**src/rtl/rst_seq_pkg.sv**
```systemverilog
// -----------------------------------------------------------------------------
// rst_seq_pkg
//   Shared types and helpers for the reset sequencer.
//   - state_t      : sequencer FSM states
//   - LOST_CNT_W   : width of the saturating lock-loss counter
//   - cnt_width()  : width of the shared hold/gap cycle counter
// -----------------------------------------------------------------------------
package rst_seq_pkg;

  localparam int LOST_CNT_W = 8;

  typedef enum logic [1:0] {
    WAIT_LOCK = 2'd0,
    HOLD      = 2'd1,
    RELEASE   = 2'd2,
    RUN       = 2'd3
  } state_t;

  // One counter serves both the hold period and the inter-channel gap. It
  // only ever counts up to (max-1), so $clog2(max)+1 leaves headroom and the
  // terminal compare can never be skipped by a wrap.
  function automatic int cnt_width(input int hold_cycles, input int stage_gap);
    int longest;
    longest = (hold_cycles > stage_gap) ? hold_cycles : stage_gap;
    return $clog2(longest) + 1;
  endfunction

endpackage

```
**src/rtl/sync_ff.sv**
```systemverilog
// -----------------------------------------------------------------------------
// sync_ff
//   Generic single-bit multi-flop synchroniser with asynchronous active-high
//   clear. Brings an asynchronous level into the clk domain.
//
//   Parameters
//     STAGES : number of flops in the chain (>= 2)
//   Ports
//     clk_i  : destination clock
//     rst_i  : asynchronous active-high clear (all stages to 0)
//     d_i    : asynchronous input level
//     q_o    : synchronised output (last stage)
// -----------------------------------------------------------------------------
module sync_ff #(
  parameter int STAGES = 2
) (
  input  logic clk_i,
  input  logic rst_i,
  input  logic d_i,
  output logic q_o
);

  logic [STAGES-1:0] sync_q;

  always_ff @(posedge clk_i or posedge rst_i) begin
    if (rst_i) begin
      sync_q <= '0;
    end else begin
      sync_q <= {sync_q[STAGES-2:0], d_i};
    end
  end

  assign q_o = sync_q[STAGES-1];

endmodule

```
**src/rtl/rst_seq.sv**
```systemverilog
// -----------------------------------------------------------------------------
// rst_seq
//   Reset sequencer. Watches the clock wizard's asynchronous lock, filters it,
//   holds every domain in reset for HOLD_CYCLES after lock is accepted and then
//   releases NUM_CH active-low channel resets one by one (channel 0 first),
//   STAGE_GAP cycles apart. Loss of lock drops everything back into reset and
//   is counted; a software request restarts the sequence from the hold phase.
//
//   Parameters
//     NUM_CH      : number of sequenced reset outputs (1..16)
//     SYNC_STAGES : flops on the lock synchroniser (>= 2)
//     LOCK_FILT   : consecutive synchronised-high cycles to accept lock (>= 1)
//     HOLD_CYCLES : cycles in HOLD before channel 0 releases (>= 1)
//     STAGE_GAP   : cycles between successive channel releases (>= 1)
//   Ports
//     clk           : system clock
//     rst           : asynchronous active-high reset
//     locked        : clock wizard lock, asynchronous to clk
//     sw_rst_req    : single-cycle software reset request (synchronous)
//     ch_rst_n      : per-channel active-low resets (registered)
//     ready         : high when every channel is released (registered)
//     lock_lost_cnt : saturating count of lock-loss events
//     dbg_state     : current sequencer state, for observation only
// -----------------------------------------------------------------------------
module rst_seq
  import rst_seq_pkg::*;
#(
  parameter int NUM_CH      = 4,
  parameter int SYNC_STAGES = 2,
  parameter int LOCK_FILT   = 4,
  parameter int HOLD_CYCLES = 16,
  parameter int STAGE_GAP   = 8
) (
  input  logic                  clk,
  input  logic                  rst,
  input  logic                  locked,
  input  logic                  sw_rst_req,
  output logic [NUM_CH-1:0]     ch_rst_n,
  output logic                  ready,
  output logic [LOST_CNT_W-1:0] lock_lost_cnt,
  output state_t                dbg_state
);

  localparam int CNT_W  = cnt_width(HOLD_CYCLES, STAGE_GAP);
  localparam int FILT_W = $clog2(LOCK_FILT + 1);
  localparam int IDX_W  = $clog2(NUM_CH + 1);

  localparam logic [CNT_W-1:0]  HOLD_LAST = CNT_W'(HOLD_CYCLES - 1);
  localparam logic [CNT_W-1:0]  GAP_LAST  = CNT_W'(STAGE_GAP - 1);
  localparam logic [FILT_W-1:0] FILT_MAX  = FILT_W'(LOCK_FILT);
  localparam logic [IDX_W-1:0]  LAST_IDX  = IDX_W'(NUM_CH - 1);

  // ---------------------------------------------------------------------------
  // Lock synchroniser: nothing below looks at `locked` directly.
  // ---------------------------------------------------------------------------
  logic lk_s;

  sync_ff #(
    .STAGES (SYNC_STAGES)
  ) u_lock_sync (
    .clk_i (clk),
    .rst_i (rst),
    .d_i   (locked),
    .q_o   (lk_s)
  );

  // ---------------------------------------------------------------------------
  // Lock filter: rising direction needs LOCK_FILT consecutive highs, falling
  // direction clears at once.
  // ---------------------------------------------------------------------------
  logic [FILT_W-1:0] filt_q, filt_d;
  logic              lock_ok;

  always_comb begin
    filt_d = filt_q;
    if (!lk_s) begin
      filt_d = '0;
    end else if (filt_q != FILT_MAX) begin
      filt_d = filt_q + FILT_W'(1);
    end
  end

  assign lock_ok = (filt_q == FILT_MAX);

  // ---------------------------------------------------------------------------
  // Sequencer state
  // ---------------------------------------------------------------------------
  state_t                state_q, state_d;
  logic [CNT_W-1:0]      cnt_q, cnt_d;
  logic [IDX_W-1:0]      idx_q, idx_d;
  logic [NUM_CH-1:0]     ch_q, ch_d;
  logic                  ready_q, ready_d;
  logic [LOST_CNT_W-1:0] lost_q, lost_d;

  // One-hot of the channel due for release next.
  logic [NUM_CH-1:0] idx_onehot;

  always_comb begin
    idx_onehot = '0;
    for (int i = 0; i < NUM_CH; i++) begin
      idx_onehot[i] = (idx_q == IDX_W'(i));
    end
  end

  always_comb begin
    state_d = state_q;
    cnt_d   = cnt_q;
    idx_d   = idx_q;
    ch_d    = ch_q;
    ready_d = ready_q;
    lost_d  = lost_q;

    case (state_q)
      WAIT_LOCK: begin
        ch_d    = '0;
        ready_d = 1'b0;
        if (lock_ok) begin
          state_d = HOLD;
          cnt_d   = '0;
        end
      end

      HOLD: begin
        ch_d    = '0;
        ready_d = 1'b0;
        if (!lk_s) begin
          state_d = WAIT_LOCK;
          if (lost_q != '1) begin
            lost_d = lost_q + LOST_CNT_W'(1);
          end
        end else if (sw_rst_req) begin
          cnt_d = '0;
        end else if (cnt_q == HOLD_LAST) begin
          // Channel 0 leaves reset on the same edge the hold period ends.
          ch_d[0] = 1'b1;
          cnt_d   = '0;
          if (NUM_CH == 1) begin
            state_d = RUN;
            ready_d = 1'b1;
          end else begin
            state_d = RELEASE;
            idx_d   = IDX_W'(1);
          end
        end else begin
          cnt_d = cnt_q + CNT_W'(1);
        end
      end

      RELEASE: begin
        if (!lk_s) begin
          state_d = WAIT_LOCK;
          ch_d    = '0;
          ready_d = 1'b0;
          if (lost_q != '1) begin
            lost_d = lost_q + LOST_CNT_W'(1);
          end
        end else if (sw_rst_req) begin
          state_d = HOLD;
          cnt_d   = '0;
          ch_d    = '0;
          ready_d = 1'b0;
        end else if (cnt_q == GAP_LAST) begin
          // Already-released channels stay released; add the next one.
          cnt_d = '0;
          ch_d  = ch_q | idx_onehot;
          idx_d = idx_q + IDX_W'(1);
          if (idx_q == LAST_IDX) begin
            state_d = RUN;
            ready_d = 1'b1;
          end
        end else begin
          cnt_d = cnt_q + CNT_W'(1);
        end
      end

      RUN: begin
        ch_d    = '1;
        ready_d = 1'b1;
        if (!lk_s) begin
          state_d = WAIT_LOCK;
          ch_d    = '0;
          ready_d = 1'b0;
          if (lost_q != '1) begin
            lost_d = lost_q + LOST_CNT_W'(1);
          end
        end else if (sw_rst_req) begin
          state_d = HOLD;
          cnt_d   = '0;
          ch_d    = '0;
          ready_d = 1'b0;
        end
      end

      default: begin
        state_d = WAIT_LOCK;
        cnt_d   = '0;
        idx_d   = '0;
        ch_d    = '0;
        ready_d = 1'b0;
      end
    endcase
  end

  always_ff @(posedge clk or posedge rst) begin
    if (rst) begin
      filt_q  <= '0;
      state_q <= WAIT_LOCK;
      cnt_q   <= '0;
      idx_q   <= '0;
      ch_q    <= '0;
      ready_q <= 1'b0;
      lost_q  <= '0;
    end else begin
      filt_q  <= filt_d;
      state_q <= state_d;
      cnt_q   <= cnt_d;
      idx_q   <= idx_d;
      ch_q    <= ch_d;
      ready_q <= ready_d;
      lost_q  <= lost_d;
    end
  end

  assign ch_rst_n      = ch_q;
  assign ready         = ready_q;
  assign lock_lost_cnt = lost_q;
  assign dbg_state     = state_q;

endmodule

```
**config.mk**
```make
export PLATFORM = sky130hd
export DESIGN_NAME = rst_seq
export DESIGN_NICKNAME = d
export VERILOG_FILES = /design/src/rtl/rst_seq_pkg.sv /design/src/rtl/sync_ff.sv /design/src/rtl/rst_seq.sv
export SDC_FILE = /design/constraint.sdc
export NUM_CORES = 1
export LEC_CHECK = 0
export ABC_CLOCK_PERIOD_IN_PS = 2300
export CAP_MARGIN = 20
export CORE_ASPECT_RATIO = 1.5
export CORE_MARGIN = 2
export CORE_UTILIZATION = 40
export CTS_BUF_LIST = sky130_fd_sc_hd__clkbuf_8
export DETAILED_ROUTE_END_ITERATION = 10
export GPL_ROUTABILITY_DRIVEN = 0
export SKIP_LAST_GASP = 1
export SYNTH_ARGS = -nofsm -noshare
export SYNTH_HDL_FRONTEND = slang
export SYNTH_SLANG_ARGS = --single-unit
```
**constraint.sdc**
```tcl
create_clock -name clk -period 2.3 [get_ports clk]
set_input_delay 0.23 -clock clk [delete_from_list [all_inputs] [get_ports clk]]
set_output_delay 0.23 -clock clk [all_outputs]
set_load 0.01 [all_outputs]
```
==> metrics.md <==
| Metric | Value |
|---|---|
| Post-CTS Setup Bufs | `0` |
| Post-synth net total | `178` |
| Clock-pin slew on the worst setup and hold paths | `0.10 ns` |
| Worst slew pin tran | `0.4253 ns` |
| Max-cap viol count | `0` |
| Area share of the largest cell type after synthesis | `42.33%` |
| Via count | `1234` |
| DR iter-0 viols | `49` |
| First-pass GRT wire length | `5947 µm` |
| Skew final | `0.009394 ns` |
| Area Growth Syn to Fin | `16.25%` |
| Worst skew pair latency | `0.28 ns` |
| RSZ-0062 raised after global routing | `no` |
| Chip height | `82.79 µm` |
| GRT Overall Usage | `16.45%` |
| Die area | `4680 µm²` |
| Worst Path Required | `2.48 ns` |
| Seq/Total Area, Yosys | `42.33%` |
| CTS HTree Levels | `1` |
| Crit Reg-Reg Endpoint | `dbg_state[1]$_DFFE_PP0P_` |
| Type of the worst min-delay path | `in2async` |
| Area leader, netlist | `dfrtp_1` |
| Post-synth cell types | `49` |
| Clock Power Share | `19.4%` |
| Startpoint types | `flop` |
| DRC violations left | `0` |
| Flop-to-flop setup slack | `0.29 ns` |
| Crit Path Category | `reg2reg` |
| Crit path max fanout | `10` |
| Synth async-reset ratio | `100.0%` |
| GRT Residual Overflow | `0` |
| Largest net degree at the start of global routing | `29` |
| Ports | `19` |
| Core ar. | `3959 µm²` |
| Slew headroom | `70.92%` |
| Final WL | `3381 µm` |
| Initial antenna violation count | `0` |
| Final setup violation count | `0` |
| Max Slew Vio Count | `0` |
| Combinational power share | `38.6%` |
| Tcrit/Tclk final | `87.60%` |
| Root Buffer | `clkbuf_8` |
| Antenna fix cells | `0` |
| Worst reg-to-reg path cell count | `6` |
| Fin cells | `224` |
| Die width | `56.53 µm` |
| Cts hold-fix bufs | `0` |
| Status | `complete, no violations` |
| Commonest non-fill, non-tap cell in the layout | `dfrtp_1` |
| Synthesis warning total | `0` |
| Final nets | `199` |
| Psw | `0.0005895 W` |
| Min cycle time layout | `2.015 ns` |
| Vias in the first global route | `1312` |
| Setup TNS Final | `0 ns` |
| Drt first pass iters | `4` |
| Int Power | `0.001024 W` |
| Starting Density | `41.81%` |
| Num CTS Buffers | `3` |
| Most frequent cells in the layout | `dfrtp_1 (28), clkdlybuf4s50_1 (18), inv_1 (15), ha_1 (15), nand2_1 (12)` |
| CTS tree | `yes` |
| Power Density | `838.7 nW/µm²` |
| PostCTS Resize Cnt | `0` |
| Clk sinks | `28` |
| Share of cells above drive strength 1 | `10.06%` |
| Fmax achieved | `496.3 MHz` |
| Number of port buffers | `18` |
| Flop and latch count out of synthesis | `28` |
| Clock buffer depth | `2` |
| Final HPWL DP | `2558 µm` |
| Leakage | `0.8723 nW` |
| Number of flops mapped to enable cells by yosys | `0` |
| Hold Fails Final Rpt | `0` |
| Worst r2r src | `dbg_state[0]$_DFFE_PP0P_` |
| Switching part of the total power | `36.52%` |
| # rows | `28` |
| Avg Inst Size Synth | `10.41 µm²` |
| Utilization after layout | `48.61%` |
| Routed Antenna Nets | `0` |
| Main synth FF type | `dfrtp_1` |
| Wire per inst | `15.09 µm` |
| Flop pwr share | `42.0%` |
| Mapped Cells | `159` |
| Synth area leaders | `dfrtp_1 (42%), ha_1 (11%), inv_1 (3.4%), xor2_1 (3.2%), nand2_1 (2.7%)` |
| Crit end category | `flop` |
| Critical Path AT | `2.19 ns` |
| Worst IR Drop VDD | `0.5016 mV` |
| Placed insts | `220` |
| Syn Std Cell Area | `1655 µm²` |
| Via density | `5.509` |
-- synth_stat cells, drive strengths merged (2+ instances only) --
cell type,n
dfrtp,28
ha,15
inv,15
nand2,12
nor2,11
a21oi,7
nand3,7
o21ai,6
xor2,6
nand2b,5
nor3,5
mux2,4
buf,3
a2111oi,2
a21bo,2
a22o,2
a31oi,2
mux2i,2
nand3b,2
nand4,2
nor2b,2
xnor2,2
-- state kept, by name, indices dropped and copies added, names as in the netlist --
signal / count
cnt_q: 5
u_lock_sync.sync_q: 2
filt_q: 3
ready: 1
idx_q: 3
lock_lost_cnt: 8
ch_rst_n: 4
dbg_state: 2
-- area by class of cell --
type	count	area, µm²
Inverter	15	56.30
Tap cell	45	56.30
Timing Repair Buffer	19	187.7
Clock buffer	4	55.05
Fill cell	388	2034
Sequential cell	28	700.7
Multi-Input combinational cell	113	868.3
-- per-layer routing --
metal	global-route usage (%)	routed length [µm]	vias to the layer above	share of wire, %
li1	-	-	589	-
met1	17.85	1347	622	40
met2	32.21	1923	18	57
met3	1.860	54	5	1.6
met4	6.429	56	0	1.7
met5	0	0	-	0
-- kinds of logic (layout without fill, tap and decap cells) --
group | Yosys count | in the layout | synth area share (%)
compound gates | 32 | 32 | 15.57
xor+xnor | 8 | 8 | 4.233
fa+ha+maj | 15 | 15 | 11.34
buf+inv | 18 | 38 | 5.215
flops | 28 | 28 | 42.33
mux | 6 | 6 | 4.157
simple gates | 52 | 52 | 17.16
-- metrics by stage --
stage	setup slack (ns)	hold WS (ns)	power, W	area [µm²]
global placement	0.3717	0.3326	0.001291	1869
floorplan	0.4930	0.2614	0.001080	1655
global route	0.1335	0.3636	0.001740	1924
finish	0.2853	0.3009	0.001614	1924
CTS	0.2668	0.3179	0.001631	1924
detailed placement	0.2948	0.3491	0.001313	1869
-- worst max-delay path, stage by stage (launching register included) --
cell      delay (ns)
dfrtp_1         0.43
inv_1           0.15
ha_1            0.40
nand3b_1        0.27
a31oi_2         0.28
nor3_2          0.09
mux2_4          0.30
-- worst max path at each step --
stage                             startpoint                  endpoint  slack, ns  cells after the start
floorplan           dbg_state[1]$_DFFE_PP0P_      idx_q[0]$_DFFE_PP0P_       0.49                      6
global placement    dbg_state[0]$_DFFE_PP0P_  dbg_state[1]$_DFFE_PP0P_       0.37                      6
detailed placement  dbg_state[0]$_DFFE_PP0P_  dbg_state[1]$_DFFE_PP0P_       0.29                      6
CTS                 dbg_state[0]$_DFFE_PP0P_  dbg_state[1]$_DFFE_PP0P_       0.27                      6
global route        dbg_state[0]$_DFFE_PP0P_   ch_rst_n[2]$_DFFE_PP0P_       0.13                      6
finish              dbg_state[0]$_DFFE_PP0P_  dbg_state[1]$_DFFE_PP0P_       0.29                      6
-- power groups by stage --
stage | logic, W | clock network (W) | registers [W]
floorplan | 0.000385 | 0 | 0.000695
global placement | 0.000608 | 0 | 0.000682
detailed placement | 0.000626 | 0 | 0.000688
CTS | 0.000630 | 0.000321 | 0.000680
global route | 0.000703 | 0.000341 | 0.000696
finish | 0.000623 | 0.000313 | 0.000678
Note: power is estimated with default switching activity, not from simulation.
